--- src/rtl/nibble_serial_adder.sv ---
// Multi-cycle wide adder that time-shares one external 4-bit adder.
// It works LSB nibble first and chains the carry through a register between cycles.
module nibble_serial_adder #(
  parameter int unsigned NIBBLES = 4
) (
  input  logic                   CLK,
  input  logic                   RST,
  input  logic                   Start,
  input  logic [4*NIBBLES-1:0]   OpA,
  input  logic [4*NIBBLES-1:0]   OpB,
  input  logic                   CinIn,
  output logic                   Busy,
  output logic                   Done,
  output logic [4*NIBBLES-1:0]   Sum,
  output logic                   CarryOut,
  output logic [3:0]             AddA,
  output logic [3:0]             AddB,
  output logic                   AddCin,
  input  logic [3:0]             AddS,
  input  logic                   AddCout
);

  localparam int unsigned W     = 4 * NIBBLES;
  localparam int unsigned IDX_W = (NIBBLES > 1) ? $clog2(NIBBLES) : 1;
  localparam int unsigned LAST  = NIBBLES - 1;

  typedef enum logic [1:0] {IDLE, ADD, DONE} state_t;

  state_t           state_q, state_d;
  logic [W-1:0]     opa_q, opb_q, acc_q, sum_merge;
  logic             carry_q;
  logic [IDX_W-1:0] idx_q;
  logic             last;

  assign last = (idx_q == IDX_W'(LAST));

  // Next-state logic
  always_comb begin
    state_d = state_q;
    unique case (state_q)
      IDLE:    if (Start) state_d = ADD;
      ADD:     if (last) state_d = DONE;
      DONE:    state_d = IDLE;
      default: state_d = IDLE;
    endcase
  end

  // Final result: accumulator with the top nibble taken straight from the adder
  always_comb begin
    sum_merge = acc_q;
    sum_merge[W-4 +: 4] = AddS;
  end

  // Operand registers drain to zero and the carry register is cleared on exit,
  // so the adder drive is zero outside ADD without any output gating.
  assign AddA   = opa_q[3:0];
  assign AddB   = opb_q[3:0];
  assign AddCin = carry_q;

  always_ff @(posedge CLK) begin
    if (RST) begin
      state_q  <= IDLE;
      Busy     <= 1'b0;
      Done     <= 1'b0;
      Sum      <= '0;
      CarryOut <= 1'b0;
      opa_q    <= '0;
      opb_q    <= '0;
      acc_q    <= '0;
      carry_q  <= 1'b0;
      idx_q    <= '0;
    end else begin
      state_q <= state_d;
      Busy    <= (state_d == ADD);
      Done    <= (state_d == DONE);
      unique case (state_q)
        IDLE: begin
          if (Start) begin
            opa_q   <= OpA;
            opb_q   <= OpB;
            carry_q <= CinIn;
            idx_q   <= '0;
          end
        end
        ADD: begin
          for (int unsigned n = 0; n < NIBBLES; n++) begin
            if (idx_q == IDX_W'(n)) acc_q[4*n +: 4] <= AddS;
          end
          opa_q   <= opa_q >> 4;
          opb_q   <= opb_q >> 4;
          idx_q   <= idx_q + IDX_W'(1);
          carry_q <= AddCout;
          if (last) begin
            Sum      <= sum_merge;
            CarryOut <= AddCout;
            carry_q  <= 1'b0;
          end
        end
        default: ;
      endcase
    end
  end

endmodule

--- config.mk ---
export PLATFORM = sky130hd
export DESIGN_NAME = nibble_serial_adder
export DESIGN_NICKNAME = d
export VERILOG_FILES = /design/src/rtl/nibble_serial_adder.sv
export SDC_FILE = /design/constraint.sdc
export NUM_CORES = 1
export LEC_CHECK = 0
export CORE_ASPECT_RATIO = 1.1
export CORE_MARGIN = 8
export CORE_UTILIZATION = 54
export CTS_BUF_LIST = sky130_fd_sc_hd__clkbuf_8
export CTS_CLUSTER_SIZE = 24
export DETAILED_ROUTE_END_ITERATION = 10
export GPL_TIMING_DRIVEN = 0
export PLACE_DENSITY = 0.87
export SYNTH_ARGS = -nofsm -noshare
export SYNTH_HDL_FRONTEND = slang
export SYNTH_SLANG_ARGS = --single-unit
--- constraint.sdc ---
create_clock -name CLK -period 4 [get_ports CLK]
set_clock_uncertainty 0.05 [all_clocks]
set_input_delay 0.4 -clock CLK [delete_from_list [all_inputs] [get_ports CLK]]
set_output_delay 0.4 -clock CLK [all_outputs]
set_load 0.05 [all_outputs]
# Word-level counts from Yosys, hierarchy flattened
# Cells that the tools add are included.
# word_totals
ff_bits	68
input_bits	41
output_inout_bits	28
word_cells	40
# op_classes
addsub	1
eq_ne	7
mux	12
n_reduce_logical	8
# ops
operator	n
case mux 16 bit (2 select lines)	2
two-way mux 16 bit	2
AND reduction 2 bit	5
case mux 2 bit (2 select lines)	2
equality test 2 x 1 -> 1 bit (second input constant)	3
equality test 2 bit (second input constant)	3
two-way mux 2 bit	3
logical NOT 2 bit	2
adder 2 x 1 -> 2 bit (second input constant)	1
two-way mux 1 bit	2
!= test 2 bit (second input constant)	1
case mux 1 bit (2 select lines)	1
nonzero test 2 bit	1

# Depth between registers and ports, before layout
# depth
word_depth	4
ltp_mapped	6
ltp_nobuf	5

# Least setup slack after synthesis
# No wires, ideal clock.
# synth_path
path_type	register to register
from	register idx_q[0]
to	register Sum[10]
setup_ns	0.132
arrival_ns	1.105
required_time_ns	3.818
path_slack_ns	2.713
path_stages_with_launch	7
path_buffers	2
synth_period_minus_slack_ns	1.287
cell_sequence	dfxtp_1 ha_1 and3b_1 buf_4 buf_4 nand2_1 a21oi_1
# synth_between
elab_chain_cells	2
# synth_lines
item	line_no	text
start: declaration	32	logic [IDX_W-1:0] idx_q;
start signal: assignment	91	idx_q <= idx_q + IDX_W'(1);
equality test 2 bit	n/a	
AND reduction 2 bit (no line)	n/a	
end signal: assignment	94	Sum <= sum_merge;
end: declaration	14	output logic [4*NIBBLES-1:0] Sum,
# Every way passes these cells.
# A chain may end at the register's enable or synchronous reset.

# Worst setup path after layout
# layout_path
from	register opb_q[2]
to	output port AddB[2]
# layout_rtl
item	line_no	text
start: declaration	30	logic [W-1:0] opa_q, opb_q, acc_q, sum_merge;
start signal: assignment	80	opb_q <= OpB;
start signal: assignment	90	opb_q <= opb_q >> 4;
end: declaration	17	output logic [3:0] AddB,
# No word-level cell between the ends.

==> results <==
- The number of sinks handled by clock tree synthesis is 68.
- The leakage component of the power is 1.35 nW.
- The share of synthesized area in the top cell type comes to 0.502.
- The x dimension of the die is 83.6 µm.
- The initialized floorplan defines 27 standard-cell rows.
- The min-delay analysis places its worst path in the category input port to flop.
- The number of enable flip-flop cells after synthesis is 0.
- The number of antenna cells inserted is 0.
- The core region is 4930 µm².
- The initial core utilization is 0.550.
- The cell area after technology mapping is 2710 µm².
- Counting along the longest clock path gives a buffer depth of 2.
- The kind of cell with the highest combined delay on the critical path is buffers and inverters.
- The critical path buffer and inverter count is 2.
- The synthesized design spends more area on one cell type than any other, namely sky130_fd_sc_hd__dfxtp_1.
- In this run the clock root is driven by a sky130_fd_sc_hd__clkbuf_8.
- The cell with the largest stage delay on the worst path is sky130_fd_sc_hd__clkdlybuf4s50_1.
- The area added between synthesis and finish is 33.4%.
- The share of the cycle needed by the critical path after routing is 0.514.
- The clock-pin slew reported for the worst setup and hold paths after clock tree synthesis is 0.07 ns.
- The number of buffer cells added on primary ports is 67.
- After routing the design area is 3620 µm².
- The total half-perimeter wirelength after legalization and detailed placement is 4440 µm.
- The source-to-sink clock delay at the later pin of the worst-skew pair is 0.33 ns.
- The total number of vias is 2,151.
- The number of gates resized after CTS was 0.
- The sum of negative setup slack is 0 ns.
- The tool flagged a number of max-cap violations equal to 0.
- Counting I/O delays and the setup requirement, the final critical path takes 2.06 ns.
- The combinational fraction of design power is 0.150.
- For this run, design rule violations remaining after detail routing come to 0.
- Entering global routing, the biggest net connects 11 pins.
- Setup repair after global routing left no endpoint under its margin.
- The delay contributed by the slowest stage of the critical path is 0.79 ns.
- The number of cells on the worst reg-to-reg path is 4.
- The power per unit of standard cell area is 389 nW/µm².
- The worst-case IR drop observed on VDD is 0.000262 V.
- The critical path capture point type is a primary output.
- The count of final max-slew check failures is 0.
- After clock tree synthesis, the flow added hold-fix buffers numbering 0.
- The most common library cell in the layout ignoring fill and taps is sky130_fd_sc_hd__dfxtp_1.
- Measured along the y axis, the die boundary spans 90.3 µm.
- The H-tree depth is 3.
- The slack of the worst reg-to-reg path is 2.47 ns.
- Setup violations remaining at the end of the flow were counted as 0.
- Hold is met by 0.287 ns.
- The final-stage net count is 392.
- The startpoint class of the critical path is a flop.
- In the final routed layout, each cell accounts on average for 14.8 µm.
- In this run the cell area measured after placement is 3450 µm².
- The floorplan step defined a die boundary enclosing 7550 µm².
- Of all flip-flops after synthesis, the portion carrying an async set or reset was 0.
- Setup slack on the critical path of the routed design comes to 1.94 ns.
- The number of setup buffers added after CTS is 0.
- The last weighted congestion value of the routability-driven placer is 0.782.
- The final count of hold timing violations is 0.
- The count of nets left with antenna violations once routing finished came out at 0.
- The power spent charging and discharging nets is 364 µW.
- Derived from the worst setup path, the maximum achievable clock frequency is 486 MHz.
- In the post-synthesis netlist, the biggest area contributors are sky130_fd_sc_hd__dfxtp_1, sky130_fd_sc_hd__mux2i_1, sky130_fd_sc_hd__o2bb2ai_1.
- Yosys mapped the design onto 27 distinct sky130hd cell types.
- The register bit count reported by yosys is 68.
- The synthesized area per cell is 10.1 µm².
- The post-detailed-routing wire length is 6050 µm.
- The flow ran to the end, and the final reports show no timing, DRC or antenna violations.
- The overflow left after global routing is 0.
- Walking the worst path, the cells encountered are buf_4 -> clkdlybuf4s50_1.
- Across every metal layer, demand over resource in global routing totals 0.166.
- The CTS tree is done.
- The global-route wire length before repair is 10,500 µm.
- Counting instances, the worst hold path has a depth of 2.
- The Yosys warning count is 0.
- The pre-CTS worst setup slack is 2.00 ns.
- The class of the most critical setup path is flop to primary output.
- The number of antenna violations at the first check in global routing came to 0.
- The critical path required time is 3.55 ns.
- The number of DRC markers after the initial detailed-route iteration is 58.
- Leaving out fill and tap cells, the most frequent cells in the layout are sky130_fd_sc_hd__dfxtp_1, sky130_fd_sc_hd__clkdlybuf4s50_1, sky130_fd_sc_hd__nand2_1.
- The clock power share is 0.334.
- The number of clock buffers added by TritonCTS is 9.
- The normalized max-slew margin is 0.623.
- The per-cell via count in the routed design is 5.25.
- Counting every net in the synthesized netlist gives 314.
- The via count of the first global-routing pass is 2,282.
- The sequential cell area fraction in the yosys report is 0.502.
- The slew at the pin closest to its max-slew limit is 0.562 ns.
- The most frequently used flop master after synthesis is sky130_fd_sc_hd__dfxtp_1.
- The internal power of the cells is 1.04 mW.
- In this run the number of cells on the critical path is 2.
- The proportion of layout cells with a drive suffix above 1 is 0.114.
- Of the total power, the share spent switching nets is 0.259.
- The I/O pin count is 69.
- The share of total power dissipated in sequential elements is 0.516.
- The first detailed-routing pass took 4 iterations.
- The layout filler cell count is 382.
- The signal arrival time at the worst endpoint is 1.61 ns.
- In this run the worst path has a maximum fanout of 2.
- Counting every instance in the synthesized netlist gives 269.
==> flip-flops by register name, summed over array words and instances, names as in the netlist, 2 cells and up <==
| name | cells |
|---|---|
| opb_q | 16 |
| idx_q | 2 |
| Sum | 16 |
| opa_q | 16 |
| acc_q | 12 |
| state_q | 2 |
==> per-layer routing <==
layer  part of all wire  global-route usage
met4              0.010              0.0476
met2               0.47               0.274
met1               0.43               0.180
met3              0.084              0.0857
met5                  0                   0
==> metrics by stage <==
step | utilization | total power, mW | std cells
2_1_floorplan | - | 0.869 | 269
3_3_place_gp | 0.700 | 0.947 | 394
3_5_place_dp | 0.700 | 0.952 | 394
4_1_cts | 0.733 | 1.42 | 410
5_1_grt | 0.733 | 1.47 | 410
6_report | 0.733 | 1.41 | 410
==> path summary, 6_finish.rpt <==
path / startpoint / to
max: opb_q[2] / AddB[2]
max reg2reg: state_q[0] / opb_q[1]
min: RST / Sum[0]
min reg2reg: Sum[8] / Sum[8]
==> area by class of cell <==
class	instances	area (µm²)	area share
sequential	68	1360	0.376
multi-input combinational	172	1150	0.317
timing repair buffer	67	671	0.185
buffer	27	196	0.0543
clock buffer	10	138	0.0380
tap	58	72.6	0.0201
clock inverter	6	25.0	0.00692
inverter	2	7.51	0.00208
==> synth_stat cells, drive strengths merged, types with 2 or more instances <==
| master | instances |
|---|---|
| clkbuf | 3 |
| a21oi | 29 |
| nand3b | 4 |
| dfxtp | 68 |
| nand2 | 46 |
| buf | 24 |
| a21boi | 2 |
| inv | 2 |
| nor2 | 5 |
| a22o | 8 |
| ha | 4 |
| o2bb2ai | 24 |
| nand3 | 12 |
| nand2b | 4 |
| mux2i | 25 |
==> logic make-up (layout without fill, tap and decap cells) <==
group,count (synthesis),in the layout,share of synthesized area
AOI/OAI and AO/OA,67,67,0.177
adders and majority gates,4,4,0.0185
buffers and inverters,29,112,0.0752
DFF,68,68,0.502
muxes,25,25,0.0923
and+or+nand+nor,76,76,0.135
==> power by group through the flow <==
stage | sequential [mW] | clock [mW] | combinational [mW]
finish | 0.726 | 0.471 | 0.211
CTS | 0.726 | 0.480 | 0.213
detailed placement | 0.740 | 0 | 0.211
global placement | 0.739 | 0 | 0.207
floorplan | 0.743 | 0 | 0.125
global route | 0.729 | 0.518 | 0.227
==> worst reg2reg max path, stage by stage (launching register included) <==
cell	delay, ns
sky130_fd_sc_hd__dfxtp_1	0.30
sky130_fd_sc_hd__buf_4	0.16
sky130_fd_sc_hd__o21ai_1	0.47
sky130_fd_sc_hd__buf_2	0.33
sky130_fd_sc_hd__o2bb2ai_1	0.11
Note: power is estimated with default switching activity, not from simulation.
